**config.mk**
```make
export PLATFORM = sky130hd
export DESIGN_NAME = lsu_gen2_flat
export DESIGN_NICKNAME = d
export VERILOG_FILES = /design/src/rtl/lsu_pkg.sv /design/src/rtl/lsu_gen2_if.sv /design/src/rtl/lsu_timeout_counter.sv /design/src/rtl/lsu_gen2.sv /design/src/flat_wrapper.sv
export SDC_FILE = /design/constraint.sdc
export NUM_CORES = 1
export LEC_CHECK = 0
export BUFFER_PORTS_ARGS = -buffer_cell sky130_fd_sc_hd__buf_2
export CELL_PAD_IN_SITES_DETAIL_PLACEMENT = 0
export CELL_PAD_IN_SITES_GLOBAL_PLACEMENT = 1
export CORE_ASPECT_RATIO = 1.5
export CORE_MARGIN = 3
export CORE_UTILIZATION = 31
export CTS_CLUSTER_SIZE = 28
export DETAILED_ROUTE_END_ITERATION = 10
export PLACE_DENSITY = 0.71
export SYNTH_ARGS = -nofsm -noshare
export SYNTH_HDL_FRONTEND = slang
export SYNTH_HIERARCHICAL = 1
export SYNTH_SLANG_ARGS = --single-unit
export TNS_END_PERCENT = 20
```
**constraint.sdc**
```tcl
create_clock -name clk -period 2.43 [get_ports clk]
set_input_delay 0.1215 -clock clk [delete_from_list [all_inputs] [get_ports clk]]
set_output_delay 0.1215 -clock clk [all_outputs]
set_load 0.02 [all_outputs]
```
**src/rtl/lsu_pkg.sv**
```systemverilog
// lsu_pkg: core pipeline state constants and LSU state encoding shared by the LSU slice
package lsu_pkg;
   localparam logic [2:0] CORE_REQUEST = 3'b011;
   localparam logic [2:0] CORE_UPDATE  = 3'b110;
   typedef enum logic [2:0] {
      LSU_IDLE       = 3'd0,
      LSU_REQUESTING = 3'd1,
      LSU_WAITING    = 3'd2,
      LSU_DONE       = 3'd3,
      LSU_FAULT      = 3'd4
   } lsu_state_t;
endpackage

```
**src/rtl/lsu_gen2_if.sv**
```systemverilog
// lsu_gen2_if: memory read/write handshake bundle between the LSU (master) and memory (slave)
// Ports: read channel valid/address/ready/data, write channel valid/address/data/ready
interface lsu_gen2_if #(
   parameter int ADDR_BITS = 8,
   parameter int DATA_BITS = 8
);
   logic                 mem_read_valid;
   logic [ADDR_BITS-1:0] mem_read_address;
   logic                 mem_read_ready;
   logic [DATA_BITS-1:0] mem_read_data;
   logic                 mem_write_valid;
   logic [ADDR_BITS-1:0] mem_write_address;
   logic [DATA_BITS-1:0] mem_write_data;
   logic                 mem_write_ready;
   modport master (
      output mem_read_valid, mem_read_address, mem_write_valid, mem_write_address, mem_write_data,
      input  mem_read_ready, mem_read_data, mem_write_ready
   );
   modport slave (
      input  mem_read_valid, mem_read_address, mem_write_valid, mem_write_address, mem_write_data,
      output mem_read_ready, mem_read_data, mem_write_ready
   );
endinterface

```
**src/rtl/lsu_timeout_counter.sv**
```systemverilog
// lsu_timeout_counter: counts WAITING cycles and flags the cycle that reaches TIMEOUT_CYCLES
// Ports: clk, reset (sync, active-low), clear, count_en, expired (0 forever when TIMEOUT_CYCLES=0)
module lsu_timeout_counter #(
   parameter int TIMEOUT_CYCLES = 64
) (
   input  logic clk,
   input  logic reset,
   input  logic clear,
   input  logic count_en,
   output logic expired
);
   localparam int W = (TIMEOUT_CYCLES > 0) ? $clog2(TIMEOUT_CYCLES + 1) : 1;
   logic [W-1:0] cnt;
   // expires on the cycle whose count would make TIMEOUT_CYCLES
   assign expired = (TIMEOUT_CYCLES > 0) && count_en && (cnt == W'(TIMEOUT_CYCLES - 1));
   always_ff @(posedge clk) begin
      if (!reset || clear) cnt <= '0;
      else if (count_en) cnt <= cnt + W'(1);
   end
endmodule

```
**src/rtl/lsu_gen2.sv**
```systemverilog
// lsu_gen2: single-request load/store unit with valid/ready memory handshake, timeout and fault
// Ports: clk, reset (sync, active-low), enable, core_state, decode enables/offset, rs/rt,
//        mem (master side of lsu_gen2_if), lsu_state, lsu_out, lsu_fault
module lsu_gen2
   import lsu_pkg::*;
#(
   parameter int ADDR_BITS      = 8,
   parameter int DATA_BITS      = 8,
   parameter int TIMEOUT_CYCLES = 64
) (
   input  logic                 clk,
   input  logic                 reset,
   input  logic                 enable,
   input  logic [2:0]           core_state,
   input  logic                 decoded_mem_read_enable,
   input  logic                 decoded_mem_write_enable,
   input  logic [ADDR_BITS-1:0] decoded_mem_offset,
   input  logic [DATA_BITS-1:0] rs,
   input  logic [DATA_BITS-1:0] rt,
   lsu_gen2_if.master           mem,
   output logic [2:0]           lsu_state,
   output logic [DATA_BITS-1:0] lsu_out,
   output logic                 lsu_fault
);
   lsu_state_t           state;
   logic                 is_load;
   logic                 chan_ready;
   logic                 tmo_clear;
   logic                 tmo_count;
   logic                 tmo_expired;
   logic [ADDR_BITS-1:0] eff_addr;
   assign eff_addr   = ADDR_BITS'(rs) + decoded_mem_offset;
   assign chan_ready = is_load ? mem.mem_read_ready : mem.mem_write_ready;
   assign lsu_state  = state;
   assign tmo_count  = enable && state == LSU_WAITING && !chan_ready;
   assign tmo_clear  = enable && (state == LSU_REQUESTING ||
                       ((state == LSU_DONE || state == LSU_FAULT) && core_state == CORE_UPDATE));
   lsu_timeout_counter #(.TIMEOUT_CYCLES(TIMEOUT_CYCLES)) u_tmo (
      .clk      (clk),
      .reset    (reset),
      .clear    (tmo_clear),
      .count_en (tmo_count),
      .expired  (tmo_expired)
   );
   always_ff @(posedge clk) begin
      if (!reset) begin
         state                 <= LSU_IDLE;
         is_load               <= 1'b0;
         lsu_out               <= '0;
         lsu_fault             <= 1'b0;
         mem.mem_read_valid    <= 1'b0;
         mem.mem_read_address  <= '0;
         mem.mem_write_valid   <= 1'b0;
         mem.mem_write_address <= '0;
         mem.mem_write_data    <= '0;
      end else if (enable) begin
         case (state)
            LSU_IDLE:
               if (core_state == CORE_REQUEST) begin
                  if (decoded_mem_read_enable && decoded_mem_write_enable) begin
                     state     <= LSU_FAULT;
                     lsu_fault <= 1'b1;
                  end else if (decoded_mem_read_enable || decoded_mem_write_enable) begin
                     state   <= LSU_REQUESTING;
                     is_load <= decoded_mem_read_enable;
                  end
               end
            LSU_REQUESTING: begin
               if (is_load) begin
                  mem.mem_read_valid   <= 1'b1;
                  mem.mem_read_address <= eff_addr;
               end else begin
                  mem.mem_write_valid   <= 1'b1;
                  mem.mem_write_address <= eff_addr;
                  mem.mem_write_data    <= rt;
               end
               state <= LSU_WAITING;
            end
            LSU_WAITING:
               // ready is tested first so a response on the expiry edge still succeeds
               if (chan_ready) begin
                  mem.mem_read_valid  <= 1'b0;
                  mem.mem_write_valid <= 1'b0;
                  if (is_load) lsu_out <= mem.mem_read_data;
                  state <= LSU_DONE;
               end else if (tmo_expired) begin
                  mem.mem_read_valid  <= 1'b0;
                  mem.mem_write_valid <= 1'b0;
                  lsu_fault           <= 1'b1;
                  state               <= LSU_FAULT;
               end
            default:
               if (core_state == CORE_UPDATE) begin
                  state     <= LSU_IDLE;
                  lsu_fault <= 1'b0;
               end
         endcase
      end
   end
endmodule

```
**src/flat_wrapper.sv**
```systemverilog
// flat-port wrapper written by rule: the top's interface ports become plain ports
module lsu_gen2_flat import lsu_pkg::*;
#(
   parameter int ADDR_BITS      = 8,
   parameter int DATA_BITS      = 8,
   parameter int TIMEOUT_CYCLES = 64
)
  (clk, reset, enable, core_state, decoded_mem_read_enable, decoded_mem_write_enable, decoded_mem_offset, rs, rt, lsu_state, lsu_out, lsu_fault, mem_mem_read_valid, mem_mem_read_address, mem_mem_write_valid, mem_mem_write_address, mem_mem_write_data, mem_mem_read_ready, mem_mem_read_data, mem_mem_write_ready);
  lsu_gen2_if #(.ADDR_BITS(ADDR_BITS), .DATA_BITS(DATA_BITS)) mem_i ();
  input  logic clk;
  input  logic reset;
  input  logic enable;
  input  logic [2:0] core_state;
  input  logic decoded_mem_read_enable;
  input  logic decoded_mem_write_enable;
  input  logic [ADDR_BITS-1:0] decoded_mem_offset;
  input  logic [DATA_BITS-1:0] rs;
  input  logic [DATA_BITS-1:0] rt;
  output logic [2:0] lsu_state;
  output logic [DATA_BITS-1:0] lsu_out;
  output logic lsu_fault;
  output wire logic [$bits(mem_i.mem_read_valid)-1:0] mem_mem_read_valid;
  output wire logic [$bits(mem_i.mem_read_address)-1:0] mem_mem_read_address;
  output wire logic [$bits(mem_i.mem_write_valid)-1:0] mem_mem_write_valid;
  output wire logic [$bits(mem_i.mem_write_address)-1:0] mem_mem_write_address;
  output wire logic [$bits(mem_i.mem_write_data)-1:0] mem_mem_write_data;
  input wire logic [$bits(mem_i.mem_read_ready)-1:0] mem_mem_read_ready;
  input wire logic [$bits(mem_i.mem_read_data)-1:0] mem_mem_read_data;
  input wire logic [$bits(mem_i.mem_write_ready)-1:0] mem_mem_write_ready;
  assign mem_mem_read_valid = mem_i.mem_read_valid;
  assign mem_mem_read_address = mem_i.mem_read_address;
  assign mem_mem_write_valid = mem_i.mem_write_valid;
  assign mem_mem_write_address = mem_i.mem_write_address;
  assign mem_mem_write_data = mem_i.mem_write_data;
  assign mem_i.mem_read_ready = mem_mem_read_ready;
  assign mem_i.mem_read_data = mem_mem_read_data;
  assign mem_i.mem_write_ready = mem_mem_write_ready;
  lsu_gen2 #(.ADDR_BITS(ADDR_BITS), .DATA_BITS(DATA_BITS), .TIMEOUT_CYCLES(TIMEOUT_CYCLES)) u_core (.clk(clk), .reset(reset), .enable(enable), .core_state(core_state), .decoded_mem_read_enable(decoded_mem_read_enable), .decoded_mem_write_enable(decoded_mem_write_enable), .decoded_mem_offset(decoded_mem_offset), .rs(rs), .rt(rt), .mem(mem_i), .lsu_state(lsu_state), .lsu_out(lsu_out), .lsu_fault(lsu_fault));
endmodule
```
# Yosys cells after proc, flatten, opt, wreduce, memory -nomap -nowiden
# Index checks and enable logic that the tools add are counted.
classes:
  n_mul: 0
  div: 0
  add_sub_neg: 2
  eq_ne: 15
  n_reduce_logical: 24
  n_lt_le_gt_ge: 0
  shift: 0
  bitwise_logic: 3
  n_mux: 20
op_table:
  columns: ["cell", "count"]
  rows:
  - ["$mux 3", 6]
  - ["$reduce_and 4->1", 3]
  - ["$mux 1", 10]
  - ["$reduce_and 5->1", 2]
  - ["$eq 3x2->1 const B", 3]
  - ["$pmux 3 s3", 1]
  - ["$add 8x8->8", 1]
  - ["$ne 2x1->1 const B", 4]
  - ["$add 7x1->7 const B", 1]
  - ["$eq 7x6->1 const B", 1]
  - ["$reduce_and 7->1", 1]
  - ["$eq 3x3->1 const B", 2]
  - ["$logic_and 1x1->1", 6]
  - ["$ne 3x1->1 const B", 2]
  - ["$reduce_and 3->1", 2]
  - ["$logic_or 1x1->1", 4]
  - ["$ne 2x2->1 const B", 2]
  - ["$pmux 1 s2", 2]
  - ["$reduce_bool 4->1", 1]
  - ["$eq 3x1->1 const B", 1]
  - ["$logic_not 3->1", 1]
  - ["$not 1->1", 3]
  - ["$pmux 1 s3", 1]
  - ["$reduce_bool 3->1", 1]
  - ["2 further kinds", 3]
word_totals:
  wordCells: 74
  rom_bits: 0
  ram_bits: 0
  latchBits: 0
  memories: 0
  reg_bits: 46
  out_inout_bits: 38

# Longest topological paths before layout
# Gate-level depths: netlist of the first run.
depth:
  ltp_word: 7
  depth_mapped: 13
  ltp_nobuf: 11

# Cells and area by module
# The synthesis of the first run kept the hierarchy.
modules_own_cells:
  columns: ["module", "area_per_inst_um2", "seq_area_each_um2", "n_inst", "cells_each"]
  rows:
  - ["lsu_gen2", 1903.1, 780.7, 1, 243]
  - ["lsu_timeout_counter", 282.8, 140.1, 1, 31]

# Worst setup path before layout of the first run
# OpenSTA, ideal clock, no wires.
synth_timing:
  kind: "register -> register"
  start: "register u_core.state[1], in the netlist u_core/lsu_state[1]"
  end: "register u_core.lsu_fault"
  path_slack_ps: -148
  required_ps: 2302
  synth_period_minus_slack_ps: 2578
  arrival_time_ps: 2450
  setup_time_ps: 128
  path_stages_with_launch: 14
  cell_sequence: "dfxtp_1 -> buf_2 -> nor2b_1 -> nand2_1 -> clkbuf_1 -> nor2_1 -> nand4_1 -> or3_1 -> inv_1 -> nand2_1 -> o311ai_0 -> o211ai_1 -> nand3_1 -> o21ai_0"
synth_via:
  elab_chain_len: 6
  word_cells_on_any_way: 14
  classes_between: "eq/ne: 6; mux: 1; bitwise: 1; reduce/logical: 6"
synth_lines:
  columns: ["element", "line", "source"]
  rows:
  - ["from (decl)", "lsu_gen2.sv:25", "lsu_state_t state;"]
  - ["from (signal assigned)", "lsu_gen2.sv:47", "state <= LSU_IDLE;"]
  - ["from (signal assigned)", "lsu_gen2.sv:61", "state <= LSU_FAULT;"]
  - ["from (signal assigned)", "lsu_gen2.sv:64", "state <= LSU_REQUESTING;"]
  - ["$eq 3x2->1", "lsu_gen2.sv:35", "assign tmo_count = enable && state == LSU_WAITING && !chan_ready;"]
  - ["$logic_and 1x1->1 (2 in series)", "lsu_gen2.sv:35", null]
  - ["via u_core.tmo_count", "lsu_gen2.sv:29", "logic tmo_count;"]
  - ["$logic_and 1x1->1", "lsu_timeout_counter.sv:15", "assign expired = (TIMEOUT_CYCLES > 0) && count_en && (cnt == W'(TIMEOUT_CYCLES - 1));"]
  - ["via u_core.tmo_expired", "lsu_gen2.sv:30", "logic tmo_expired;"]
  - ["$ne 2x1->1 (no source line)", null, null]
  - ["$reduce_and 7->1 (no source line)", null, null]
  - ["to (signal assigned)", "lsu_gen2.sv:50", "lsu_fault <= 1'b0;"]
  - ["to (signal assigned)", "lsu_gen2.sv:62", "lsu_fault <= 1'b1;"]
  - ["to (signal assigned)", "lsu_gen2.sv:89", "lsu_fault <= 1'b1;"]
  - ["to (decl)", "lsu_gen2.sv:23", "output logic lsu_fault"]
# The timed path passes the listed nets, and every way through them passes these cells.
# A chain may end at the register's enable or synchronous reset.

# Worst setup path in the final report of the first run
layout_timing:
  start: "register u_core.state[1], in the netlist u_core/lsu_state[1]"
  end: "register u_core.state[2], in the netlist u_core/lsu_state[2]"
layout_via:
  elab_chain_len: 6
  word_cells_on_any_way: 12
  classes_between: "eq/ne: 5; mux: 1; reduce/logical: 6"
layout_lines:
  columns: ["element", "line"]
  rows:
  - ["$eq 3x2->1", "lsu_gen2.sv:35"]
  - ["$logic_and 1x1->1 (2 in series)", "lsu_gen2.sv:35"]
  - ["via u_core.tmo_count", "lsu_gen2.sv:29"]
  - ["$logic_and 1x1->1", "lsu_timeout_counter.sv:15"]
  - ["via u_core.tmo_expired", "lsu_gen2.sv:30"]
  - ["$ne 3x1->1 (no source line)", null]
  - ["$reduce_and 5->1 (no source line)", null]
# The timed path passes the listed nets, and every way through them passes these cells.

==> flow_summary.json, run 1 <==
{
  "status": "finished, final reports clean",
  "hp-class": "in2reg",
  "max_slew.worst_pin.slew_ns": 0.572,
  "hold_viol": 0,
  "grt.total_usage": 0.146,
  "core_sq_mm": 0.00667,
  "wire_per_inst_um": 13.3,
  "fmax_mhz": 450,
  "slowest_stage": "dfxtp_2",
  "fin_nets": 408,
  "io-pin-count": 80,
  "vias_per_cell": 4.96,
  "pwr_density_cell_mw_per_mm2": 505,
  "setup_tns_ns": 0,
  "numCtsBuffers": 5,
  "grt_pass1_wl_um": 9160,
  "finalCritPeriodShare": 0.914,
  "worst-path-buf-inv": 1,
  "synth-edff-count": 0,
  "fin_crit_ns": 2.22,
  "ys_types": 43,
  "synth-async-reset-ratio": 0,
  "clockBufferDepth": 2,
  "yosys.area.top_type": "dfxtp_1",
  "synthCells": 274,
  "synthTopCellsByArea": "dfxtp_1 (42%), nand2_1 (10%), a21oi_1 (8.7%)",
  "dr.pass1.iters": 4,
  "layout-drive-gt1-share": 0.280,
  "p_total_mw": 1.40,
  "cts_resized": 0,
  "placed_area_sq_mm": 0.00269,
  "io_buffers": 79,
  "die_w_um": 74.6,
  "slowest_delay_ns": 0.45,
  "synth_nets": 325,
  "first_iter_violations": 43,
  "cts_max_level": 2,
  "ir_worst_vdd_mv": 0.212,
  "die_area_sq_mm": 0.00812,
  "hold_end": "u_core/lsu_out[4]",
  "holdPathStages": 3,
  "antenna_found_initial": 0,
  "clkTransAtPathRegs_ns": 0.08,
  "synth_top_area_share": 0.421,
  "n_antenna_cell": 0,
  "routabilityCongestion": 0.818,
  "finalMaxSlewViolations": 0,
  "grt_overflow_total": 0,
  "die_h_um": 109,
  "cts_setup_buffers": 0,
  "grt_pass1_vias": 2011,
  "dp_hpwl_um": 4600,
  "clock_latency_ns": 0.29,
  "ys_seq_area_frac": 0.421,
  "critical-path-top-delay-family": "simple AND/OR/NAND/NOR gates",
  "cts-root-buf": "clkbuf_8",
  "critPathCaptureType": "flop",
  "synth-seq-cells": 46,
  "fin_skew_ns": 0.00594,
  "critical_path_class": "reg2reg",
  "fin_area_sq_mm": 0.00277,
  "grt_max_degree": 23,
  "setup_viol": 0,
  "cts_tree": "built",
  "ctsHoldBuffers": 0,
  "p_leak_nw": 1.21,
  "worst_path_most_repeated_cell": "nand2_1",
  "routed_wl_um": 5770,
  "drc_errors": 0,
  "area_growth_pct": 26.6,
  "antenna_left": 0,
  "crit_required_ns": 2.66,
  "hp-start": "mem_mem_read_data[4]",
  "drv_cap": 0,
  "worst_ep_arrival_time_ns": 2.45,
  "reg2reg_slack_ns": 0.21,
  "vias": 2148,
  "startpoint_type": "flop",
  "timing.slew.headroom": 0.614,
  "yosys_warnings": 6,
  "crit_fanout": 11,
  "fill_cells": 758,
  "synth_area_per_cell_sq_um": 7.98,
  "synth_ff_type": "dfxtp_1",
  "regToRegStartpoint": "u_core/lsu_state[1]",
  "rows": 36,
  "cts_sinks": 46,
  "crit_path_cell_trace": "nor2b_1 -> nand2_1 -> nor2_2 -> nand4_1 -> or3_1 -> inv_1 -> nand2_1 -> o311ai_0 -> o211ai_1 -> nor2_1 -> o211a_1",
  "start_util": 0.328,
  "worst_r2r_endpoint": "u_core/lsu_state[2]",
  "r2r_cells": 11,
  "rsz0062_at_grt": "no",
  "netlist_area_sq_mm": 0.00219
}
## logic make-up after synthesis
logic type      after synthesis  share of synthesized area
compound gates               76                      0.204
xor+xnor                      8                     0.0321
fa+ha+maj                     9                     0.0550
buf+inv                      18                     0.0366
flops                        46                      0.421
mux                           3                     0.0143
simple gates                114                      0.237
## stage by stage
stage / cells / hold WS [ns] / utilization / setup WS, ns
global route: 433 / 0.0514 / 0.415 / 0.0283
detailed placement: 426 / 0.368 / 0.403 / 0.234
floorplan: 274 / 0.255 / - / 0.0542
global placement: 426 / 0.362 / 0.403 / 0.287
finish: 433 / 0.0586 / 0.415 / 0.209
CTS: 433 / 0.0475 / 0.415 / 0.212
## cell usage after synthesis (2+ instances only)
cell type	instances
nand2_1	59
dfxtp_1	46
a21oi_1	38
nor2_1	25
o21ai_0	17
ha_1	8
inv_1	7
clkbuf_1	6
nand3_1	5
buf_2	4
nor2b_1	4
or3_1	4
xnor2_1	4
xor2_1	4
nand4_1	3
o21a_1	3
o311ai_0	3
a211oi_1	2
a21boi_0	2
a21o_1	2
and3b_1	2
mux2i_1	2
nand2b_1	2
nor2b_4	2
o31a_1	2
## layout by cell type, fill, tap and decap left out, drive strengths merged, types with 2 or more instances in the layout
cell type,count
dfxtp,46
a21o,2
and3b,2
nor2,26
or3,4
nand2,60
clkbuf,6
nand4,3
nor2b,6
o21ai,17
mux2i,2
o31a,2
a21oi,38
xor2,4
a211oi,2
buf,87
o21a,3
a21boi,2
o311ai,3
nand2b,2
nand3,5
inv,7
xnor2,4
ha,8
## tightest hold or removal path: cells and delay by family
| kind | cells | cell delay [ns] |
|---|---|---|
| compound gates | 1 | 0.05 |
| buf+inv | 1 | 0.09 |
| simple gates | 1 | 0.04 |
## metal layers
layer | track usage | up-vias | share of wire
met1 | 0.163 | 989 | 0.39
met5 | 0 | - | 0
met3 | 0.0258 | 5 | 0.046
met2 | 0.269 | 48 | 0.54
li1 | - | 1106 | -
met4 | 0.0534 | 0 | 0.015
## state kept, by name, indices dropped and copies added, names as in the netlist
signal	flops
u_core/lsu_out	8
u_core/mem.mem_read_address	8
u_core/mem.mem_write_address	8
u_core/mem.mem_write_data	8
u_core/u_tmo/cnt	7
u_core/lsu_state	3
u_core/is_load	1
u_core/lsu_fault	1
u_core/mem.mem_read_valid	1
u_core/mem.mem_write_valid	1
## report_power, final
part / switching (mW) / internal, mW
combinational: 0.109 / 0.0837
sequential: 0.00348 / 0.759
clock: 0.243 / 0.198
total: 0.356 / 1.04
## area by class of cell
class | instances | area [sq um] | area share
Tap cell | 76 | 95.1 | 0.0344
Inverter | 7 | 26.3 | 0.00950
Clock inverter | 1 | 7.51 | 0.00271
Multi-Input combinational cell | 210 | 1190 | 0.429
Timing Repair Buffer | 87 | 455 | 0.165
Clock buffer | 6 | 72.6 | 0.0262
Sequential cell | 46 | 922 | 0.333
## worst max-delay path by stage
stage	startpoint	to	slack, ns	cells past startpoint
6_report	u_core/lsu_state[1]	u_core/lsu_state[2]	0.21	11
5_1_grt	u_core/lsu_state[1]	u_core/lsu_fault	0.03	11
4_1_cts	u_core/lsu_state[1]	u_core/lsu_state[2]	0.21	11
3_5_place_dp	u_core/lsu_state[1]	u_core/lsu_state[2]	0.23	11
3_3_place_gp	u_core/lsu_state[1]	u_core/lsu_fault	0.29	11
2_1_floorplan	u_core/lsu_state[1]	u_core/lsu_fault	0.05	13
Power figures use the tool's default switching activity.
==> run 2, diff against run 1 <==
Settings changed: MAX_ROUTING_LAYER set to met4, PLACE_DENSITY 0.71 to 0.72.
==> run 2 against run 1 <==
Effect of this change:
- global-route usage rose by 0.15 points
- critical path depth unchanged
- via count fell by 2.1%
- combinational power about the same
- clock power is 5.0% higher
- first-iteration DRC count up 44%
- utilization rose by 0.15 points
- non-clock buffer count unchanged
- routed wire length down 2.2%
- power is 1.4% higher
- worst setup slack gained 0.0087 ns
- sequential share of layout area is 0.12 points lower
==> flow_summary.json, run 2 (synthesized netlist as in run 1, its figures left out) <==
{
  "status": "finished, final reports clean",
  "critical_path_class": "reg2reg",
  "p_clk_frac": 0.327,
  "first_iter_violations": 62,
  "antenna_found_initial": 0,
  "p_leak_nw": 1.22,
  "max_slew.worst_pin.slew_ns": 0.522,
  "wire_per_inst_um": 13.0,
  "final_cells": 434,
  "worst_r2r_endpoint": "u_core/lsu_fault",
  "hp-class": "in2reg",
  "holdPathStages": 3,
  "dp_worst_setup_slack_ns": 0.227,
  "hp-start": "mem_mem_read_data[0]",
  "p_int_mw": 1.05,
  "startpoint_type": "flop",
  "critPathCaptureType": "flop",
  "fill_cells": 733,
  "grt.total_usage": 0.148,
  "crit_fanout": 11,
  "die_h_um": 109,
  "cts_sinks": 46,
  "power_frac_comb": 0.135,
  "io_buffers": 79,
  "layout_common_cells": "buf_2 (79), nand2_1 (59), dfxtp_1 (45)",
  "die_w_um": 74.6,
  "hold_end": "u_core/lsu_out[0]",
  "setup_tns_ns": 0,
  "cts_resized": 0,
  "layout-drive-gt1-share": 0.285,
  "final_common_cell": "buf_2",
  "fin_crit_ns": 2.21,
  "numCtsBuffers": 5,
  "hold_viol": 0,
  "clockBufferDepth": 2,
  "setup_viol": 0,
  "seq_power_share": 0.539,
  "regToRegStartpoint": "u_core/lsu_state[1]",
  "n_antenna_cell": 0,
  "dp_cells": 426,
  "p_total_mw": 1.42,
  "fin_skew_ns": 0.00502,
  "crit_required_ns": 2.60,
  "grt_pass1_vias": 1952,
  "fmax_mhz": 452,
  "setup_slack_ns": 0.217,
  "finalCritPeriodShare": 0.911,
  "drv_cap": 0,
  "reg2reg_slack_ns": 0.22,
  "timing.slew.headroom": 0.647,
  "die_area_sq_mm": 0.00812,
  "dr.pass1.iters": 6,
  "routed_wl_um": 5640,
  "clock_latency_ns": 0.29,
  "grt_pass1_wl_um": 9070,
  "antenna_left": 0,
  "rows": 36,
  "multi_input_area_sq_mm": 0.00119,
  "rsz0062_at_grt": "no",
  "switching_share": 0.262,
  "io-pin-count": 80,
  "dp_hpwl_um": 4470,
  "area_growth_pct": 27.0,
  "cts_tree": "built",
  "grt_max_degree": 25,
  "clkTransAtPathRegs_ns": 0.09,
  "cts_setup_buffers": 0,
  "routabilityCongestion": 0.813,
  "finalMaxSlewViolations": 0,
  "grt_overflow_total": 0,
  "vias": 2103,
  "fin_nets": 408,
  "pwr_density_cell_mw_per_mm2": 510,
  "ir_worst_vdd_mv": 0.200,
  "ff_latch_area_sq_um": 922,
  "ctsHoldBuffers": 0,
  "drc_errors": 0,
  "core_sq_mm": 0.00667,
  "r2r_cells": 11,
  "p_switching_mw": 0.371,
  "cts_max_level": 2,
  "worst_ep_arrival_time_ns": 2.39,
  "start_util": 0.328,
  "cts-root-buf": "clkbuf_8",
  "vias_per_cell": 4.85
}
run 2: how the worst max path moves through the flow:
stage	cells past startpoint	end	startpoint	slack [ns]
after floorplan	13	u_core/lsu_fault	u_core/lsu_state[1]	0.05
after global placement	11	u_core/lsu_fault	u_core/lsu_state[1]	0.29
after detailed placement	11	u_core/lsu_fault	u_core/lsu_state[1]	0.23
after CTS	11	u_core/lsu_fault	u_core/lsu_state[1]	0.21
after global routing	11	u_core/lsu_fault	u_core/lsu_state[1]	0.03
final	11	u_core/lsu_fault	u_core/lsu_state[1]	0.22
run 2: layout make-up:
cell class	count	area share
inverter	7	0.00946
clock inverter	3	0.00766
tap	76	0.0342
multi-input combinational	210	0.428
timing repair buffer	87	0.164
sequential	46	0.332
clock buffer	5	0.0248
run 2: power by group through the flow:
stage	logic (mW)	registers, mW	clock network (mW)
6_report	0.191	0.763	0.463
5_1_grt	0.214	0.764	0.512
4_1_cts	0.193	0.763	0.488
3_5_place_dp	0.192	0.781	0
3_3_place_gp	0.193	0.780	0
2_1_floorplan	0.111	0.788	0
run 2: layer usage:
metal | share of wire | global-route usage | vias to the layer above
li1 | - | - | 1104
met1 | 0.41 | 0.167 | 942
met2 | 0.53 | 0.259 | 50
met3 | 0.040 | 0.0240 | 7
met4 | 0.015 | 0.0496 | 0
met5 | 0 | - | -
run 2: stage by stage:
stage               instance area, sq um  hold slack (ns)  utilization
CTS                                 2780           0.0408        0.416
finish                              2780           0.0545        0.416
floorplan                           2190            0.255            -
detailed placement                  2690            0.370        0.403
global placement                    2690            0.364        0.403
global route                        2780           0.0445        0.416
run 2: critical path: stages, from the launching register on:
cell and delay [ns]:
dfxtp_2 0.45, nor2b_1 0.19, nand2_1 0.10, nor2_2 0.14, nand4_1 0.15, or3_1 0.39, inv_1 0.11, nand2_1 0.06
o311ai_0 0.11, o211ai_1 0.20, nand3_1 0.12, o21ai_0 0.08
